## config.mk

```make
export PLATFORM = sky130hd
export DESIGN_NAME = uart_tx_wb_responder
export DESIGN_NICKNAME = d
export VERILOG_FILES = /design/src/rtl/uart_tx_wb_responder.sv
export SDC_FILE = /design/constraint.sdc
export NUM_CORES = 1
export LEC_CHECK = 0
export BUFFER_PORTS_ARGS = -buffer_cell sky130_fd_sc_hd__buf_2
export CAP_MARGIN = 25
export CORE_ASPECT_RATIO = 0.75
export CORE_MARGIN = 3
export CORE_UTILIZATION = 35
export CTS_BUF_LIST = sky130_fd_sc_hd__clkbuf_16
export CTS_CLUSTER_DIAMETER = 80
export DETAILED_ROUTE_END_ITERATION = 8
export SYNTH_ARGS = -nofsm -noshare
export SYNTH_HDL_FRONTEND = slang
export SYNTH_SLANG_ARGS = --single-unit
```

## constraint.sdc

```tcl
create_clock -name clk_i -period 3.15 [get_ports clk_i]
set_input_delay 0.945 -clock clk_i [delete_from_list [all_inputs] [get_ports clk_i]]
set_output_delay 0.945 -clock clk_i [all_outputs]
set_load 0.01 [all_outputs]
```

## src/rtl/uart_tx_wb_responder.sv

```systemverilog
// uart_tx_wb_responder: Wishbone register file plus an 8N1 UART transmitter.
// A phase accumulator paced by the BAUD register times each serial bit.
// Ports:
//   clk_i, rst_i               clock, synchronous active-high reset
//   addr_i, dat_i, we_i, sel_i Wishbone request (qualified by stb_i only)
//   cyc_i                      cycle qualifier, not used
//   stb_i                      strobe, one access per cycle
//   dat_o, ack_o, err_o        registered response, one cycle after stb_i
//   tx_o                       serial output, idle high
module uart_tx_wb_responder #(
    parameter logic [31:0] BAUD_INC_RESET = 32'h004B7F5B,
    parameter int unsigned DATA_BITS      = 8
) (
    input  logic        clk_i,
    input  logic        rst_i,
    input  logic [31:0] addr_i,
    input  logic [31:0] dat_i,
    output logic [31:0] dat_o,
    input  logic        we_i,
    input  logic [3:0]  sel_i,
    input  logic        cyc_i,
    input  logic        stb_i,
    output logic        ack_o,
    output logic        err_o,
    output logic        tx_o
);

    localparam int unsigned     BIT_W       = (DATA_BITS > 1) ? $clog2(DATA_BITS) : 1;
    localparam logic [BIT_W-1:0] LAST_BIT   = BIT_W'(DATA_BITS - 1);
    localparam logic [31:0]     ADDR_CTRL   = 32'h0000_0003;
    localparam logic [31:0]     ADDR_BAUD   = 32'h0000_0004;
    localparam logic [31:0]     ADDR_STATUS = 32'h0000_0005;
    localparam logic [31:0]     ADDR_TXDATA = 32'h0000_0007;

    typedef enum logic [1:0] {
        IDLE,
        START,
        DATA,
        STOP
    } state_e;

    state_e               state_q,   state_d;
    logic [31:0]          dat_q,     dat_d;
    logic                 ack_q,     ack_d;
    logic                 err_q,     err_d;
    logic                 tx_q,      tx_d;
    logic                 busy_q,    busy_d;
    logic                 done_q,    done_d;
    logic [31:0]          baud_q,    baud_d;
    logic [31:0]          acc_q,     acc_d;
    logic [DATA_BITS-1:0] tx_data_q, tx_data_d;
    logic [BIT_W-1:0]     bit_q,     bit_d;

    logic tick;
    logic wr;
    logic start_cmd;
    logic unused_cyc;

    // Bus accesses are qualified by stb_i alone.
    assign unused_cyc = cyc_i;

    assign tick      = acc_q[31];
    assign wr        = stb_i & we_i;
    assign start_cmd = wr && (addr_i == ADDR_CTRL) && sel_i[0] && dat_i[7] && !busy_q;

    // Next-state: bus response, register writes, then the frame sequencer.
    always_comb begin
        state_d   = state_q;
        dat_d     = dat_q;
        ack_d     = 1'b0;
        err_d     = 1'b0;
        tx_d      = tx_q;
        busy_d    = busy_q;
        done_d    = done_q;
        baud_d    = baud_q;
        acc_d     = acc_q;
        tx_data_d = tx_data_q;
        bit_d     = bit_q;

        if (stb_i) begin
            ack_d = 1'b1;
            case (addr_i)
                ADDR_CTRL:   dat_d = 32'h0;
                ADDR_BAUD:   dat_d = baud_q;
                ADDR_STATUS: dat_d = {26'b0, busy_q, done_q, 4'b0};
                ADDR_TXDATA: dat_d = 32'(tx_data_q);
                default: begin
                    dat_d = 32'h0;
                    err_d = 1'b1;
                end
            endcase
        end

        // Configuration is frozen for the duration of a frame.
        if (wr && !busy_q && (addr_i == ADDR_BAUD)) begin
            for (int i = 0; i < 4; i++) begin
                if (sel_i[i]) begin
                    baud_d[8*i +: 8] = dat_i[8*i +: 8];
                end
            end
        end
        if (wr && !busy_q && (addr_i == ADDR_TXDATA) && sel_i[0]) begin
            tx_data_d = dat_i[DATA_BITS-1:0];
        end
        if (wr && (addr_i == ADDR_STATUS)) begin
            done_d = 1'b0;
        end

        // Accumulator runs only while a frame is in flight; tick restarts it.
        if (state_q != IDLE) begin
            acc_d = tick ? 32'h0 : acc_q + baud_q;
        end

        // Assigned after the STATUS clear so that a completing frame wins.
        case (state_q)
            IDLE: begin
                if (start_cmd) begin
                    state_d = START;
                    busy_d  = 1'b1;
                    tx_d    = 1'b0;
                    acc_d   = 32'h0;
                    bit_d   = '0;
                end
            end
            START: begin
                if (tick) begin
                    state_d = DATA;
                    bit_d   = '0;
                    tx_d    = tx_data_q[0];
                end
            end
            DATA: begin
                if (tick) begin
                    if (bit_q == LAST_BIT) begin
                        state_d = STOP;
                        tx_d    = 1'b1;
                    end else begin
                        bit_d = bit_q + BIT_W'(1);
                        tx_d  = tx_data_q[bit_d];
                    end
                end
            end
            STOP: begin
                if (tick) begin
                    state_d = IDLE;
                    busy_d  = 1'b0;
                    done_d  = 1'b1;
                    tx_d    = 1'b1;
                end
            end
            default: state_d = IDLE;
        endcase
    end

    // State registers with synchronous reset.
    always_ff @(posedge clk_i) begin
        if (rst_i) begin
            state_q   <= IDLE;
            dat_q     <= 32'h0;
            ack_q     <= 1'b0;
            err_q     <= 1'b0;
            tx_q      <= 1'b1;
            busy_q    <= 1'b0;
            done_q    <= 1'b0;
            baud_q    <= BAUD_INC_RESET;
            acc_q     <= 32'h0;
            tx_data_q <= '0;
            bit_q     <= '0;
        end else begin
            state_q   <= state_d;
            dat_q     <= dat_d;
            ack_q     <= ack_d;
            err_q     <= err_d;
            tx_q      <= tx_d;
            busy_q    <= busy_d;
            done_q    <= done_d;
            baud_q    <= baud_d;
            acc_q     <= acc_d;
            tx_data_q <= tx_data_d;
            bit_q     <= bit_d;
        end
    end

    assign dat_o = dat_q;
    assign ack_o = ack_q;
    assign err_o = err_q;
    assign tx_o  = tx_q;

endmodule
```

==> impl_metrics.toml <==
[power_and_ir_drop]
p_total_mw = 3.55
power.switching_mw = 0.752
ir_drop_uv = 256
seqPwrFrac = 0.407
power_frac_clock = 0.559
intPower_mw = 2.80
p_sw_frac = 0.212
p_per_area_mw_per_mm2 = 462
power_frac_comb = 0.034
p_leak_nw = 3.30

[cts]
cts_made_buffers = 17
cts_sinks = 114
cts_tree = "yes"
cts_root_buf = "clkbuf_16"
ctsResizeCount = 0
hold_buffers = 0
clk_path_buf_depth = 2
clkLatencyLatePin_ns = 0.42
clkTransAtPathRegs_ns = 0.06
cts_max_level = 4
cts_setup_buffers = 0

[detailed_routing]
drt_iter0_markers = 372
vias_per_cell = 5.08
drc_errors = 0
routed_wl_um = 16500
postRouteAntennaNets = 0
dr.pass1.iters = 4
dr_total_vias = 5423
avgRoutedWirePerCell_um = 15.5

[sta]
finalHoldViolCount = 0
finClkSkew_ns = 0.0158
slew_headroom = 0.391
fin_setup_tns_ns = 0
rsz0062_at_grt = "false"
fin_crit_ns = 2.90
period_share = 0.920
slew_violations = 0
finalWorstSetupSlack_ns = 0.251
final-setup-viol-count = 0
max_freq_mhz = 345
max_slew.worst_pin.slew_ns = 0.910

[global_routing]
met1_usage = 0.262
grt_pass1_vias = 5073
grt_usage = 0.174
grt_pass1_wl_um = 26100
grt_antenna_before_repair = 0
grt_busiest_layer = "met1"
gr-total-overflow = 0
use_met3 = 0.0465
grt.met2_usage = 0.245
grt_max_degree = 76

[floorplanning]
num_rows = 41
die-area_mm2 = 0.0191
start_util = 0.360
pin_count = 108
dieWidth_um = 158
die_h_um = 120
core-area_mm2 = 0.0169

[layout]
fin_nets = 951
post_route_cells_drive_above_1_share = 0.209
area_growth_syn_to_layout_pct = 25.8
fin_util = 0.454
antenna_cells = 0
final_area_mm2 = 0.00768

[worst_setup_path]
critical_path_class = "reg -> reg"
required_ns = 3.49
arrival_ns = 3.24
crit_fanout = 3
critPathLaunchType = "flop"
worst_path_max_delay_cell = "fa_1"
max_stage_delay_ns = 0.41
cp_cell_sequence = "ha_1 -> inv_1 -> fa_1 -> nor2b_1 -> o31ai_1 -> a211oi_2 -> a211oi_1 -> o31ai_1 -> buf_4 -> buf_4 -> a41oi_1 -> xor2_1 -> o21ai_0"
endpoint_kind = "flop"

[synth]
synth.top_cell.area_share = 0.374
yosys_warnings = 0
syn_inst = 716
synth_area_leaders = "dfxtp_1, ha_1, a21oi_1"
synth_area_mm2 = 0.00610
syn_nets = 827
ys_seq_elements = 114
ys_async_sr_fraction = 0
ys.flop_type = "dfxtp_1"
synth_edf_count = 0
avgSynthCellArea_um2 = 8.52
yosysTopAreaCell = "dfxtp_1"
ys_seq_area_frac = 0.374
ys_types = 59

[placed_design]
io_buffers = 106
gp_congestion = 0.825
hpwl_um = 12100
placed_cell_area_mm2 = 0.00708
preCtsSetupSlack_ns = -0.123

[worst_hold_path]
hold_path.class = "reg -> reg"

[flow_run]
maxCapViolCount = 0

[run_status]
status = "completed"
[stage by stage]
stage	hold WS (ns)	std cells
6_report	0.456	1067
5_1_grt	0.479	1067
4_1_cts	0.460	1067
3_5_place_dp	0.447	1036
3_3_place_gp	0.437	1036
2_1_floorplan	0.429	716
[synthesized netlist by cell type, types with 7 or more instances]
cell      number
a211o_1       10
a21o_1        19
a21oi_1       66
a22o_1         7
a22oi_1       14
clkbuf_1      26
dfxtp_1      114
ha_1          37
inv_1         17
mux2i_1       30
nand2_1       54
nand2b_1      35
nand3_1       45
nand3b_1       7
nor2_1        69
nor2b_1       10
nor3_1         7
nor4_1         8
o21ai_0       31
o21bai_1       8
xnor2_1       13
xor2_1         9
[logic make-up (layout without fill, tap and decap cells)]
kind of cell	after synthesis	count (layout)	share of synthesized area
DFF	114	114	0.374
and+or+nand+nor	266	266	0.221
AOI/OAI and AO/OA	189	189	0.198
muxes	34	34	0.0603
adders and majority gates	38	38	0.0791
xor gates and xnor gates	22	22	0.0316
buffers and inverters	53	189	0.0353
[state kept, by name (all words and copies together), names as in the netlist]
signal,cells
acc_q,32
baud_q,32
dat_o,32
tx_data_q,8
bit_q,3
state_q,2
ack_o,1
busy_q,1
done_q,1
err_o,1
tx_o,1
[placed cells by master, fill, tap and decap left out, types with 3 or more instances in the layout]
cell | Yosys | routed
a22oi_1 | 14 | 14
buf_12 | 0 | 5
o22ai_1 | 3 | 3
clkinv_2 | 0 | 3
a31oi_1 | 4 | 4
nand3b_1 | 7 | 7
xor2_1 | 9 | 9
nand2b_1 | 35 | 35
and2_1 | 5 | 5
a21oi_1 | 66 | 66
a211o_1 | 10 | 10
bufinv_16 | 0 | 4
o211ai_1 | 4 | 4
o21bai_1 | 8 | 8
nand4_1 | 3 | 3
nand2_1 | 54 | 54
nor2b_1 | 10 | 10
a21o_1 | 19 | 19
nor3_1 | 7 | 7
o31ai_1 | 4 | 4
or3_1 | 4 | 4
mux2i_1 | 30 | 30
o21a_1 | 3 | 3
a22o_1 | 7 | 7
buf_2 | 4 | 106
xnor2_1 | 13 | 13
clkinvlp_4 | 0 | 3
ha_1 | 37 | 37
nor2_1 | 69 | 69
inv_1 | 17 | 19
nor4_1 | 8 | 8
clkbuf_16 | 0 | 17
dfxtp_1 | 114 | 114
nand3_1 | 45 | 45
o21ai_0 | 31 | 31
nor3b_1 | 5 | 5
nand4b_1 | 3 | 3
buf_4 | 1 | 30
a211oi_1 | 5 | 4
[cell type report]
| type | count | area, um^2 |
|---|---|---|
| clock buffers | 17 | 425 |
| clock inverters | 14 | 173 |
| fillers | 1681 | 9250 |
| inverters | 17 | 63.8 |
| multi-input cells | 549 | 3610 |
| flip-flops and latches | 114 | 2280 |
| well taps | 215 | 269 |
| repair buffers | 141 | 856 |
[worst max-delay path: cells and delay by family (launching register included)]
kind	cells	cell delay, ns
compound gates	6	1.17
xor+xnor	1	0.18
fa+ha+maj	2	0.58
buf+inv	3	0.34
flops	1	0.35
simple gates	1	0.20
[layer usage]
| metal | up-vias | share of wire | wire length, um |
|---|---|---|---|
| met5 | - | 0 | 0 |
| met4 | 0 | 0.0038 | 63 |
| met3 | 4 | 0.055 | 914 |
| met2 | 129 | 0.42 | 6860 |
| met1 | 2455 | 0.53 | 8680 |
| li1 | 2835 | - | - |
[power by group through the flow]
stage	logic [mW]	clock network [mW]	registers (mW)
after floorplan	0.0476	0	1.48
after global placement	0.121	0	1.48
after global routing	0.132	2.08	1.44
final	0.121	1.99	1.44
after CTS	0.122	2.02	1.44
after detailed placement	0.121	0	1.48
[worst paths after layout]
kind,end,slack [ns],from,cells after the start
max,acc_q[26]$_SDFF_PP0_,0.25,baud_q[0]$_SDFFE_PP1P_,13
min,acc_q[21]$_SDFF_PP0_,0.46,acc_q[21]$_SDFF_PP0_,2
max reg2reg,acc_q[26]$_SDFF_PP0_,0.25,baud_q[0]$_SDFFE_PP1P_,13
min reg2reg,acc_q[21]$_SDFF_PP0_,0.46,acc_q[21]$_SDFF_PP0_,2
Note: power is estimated with default switching activity, not from simulation.
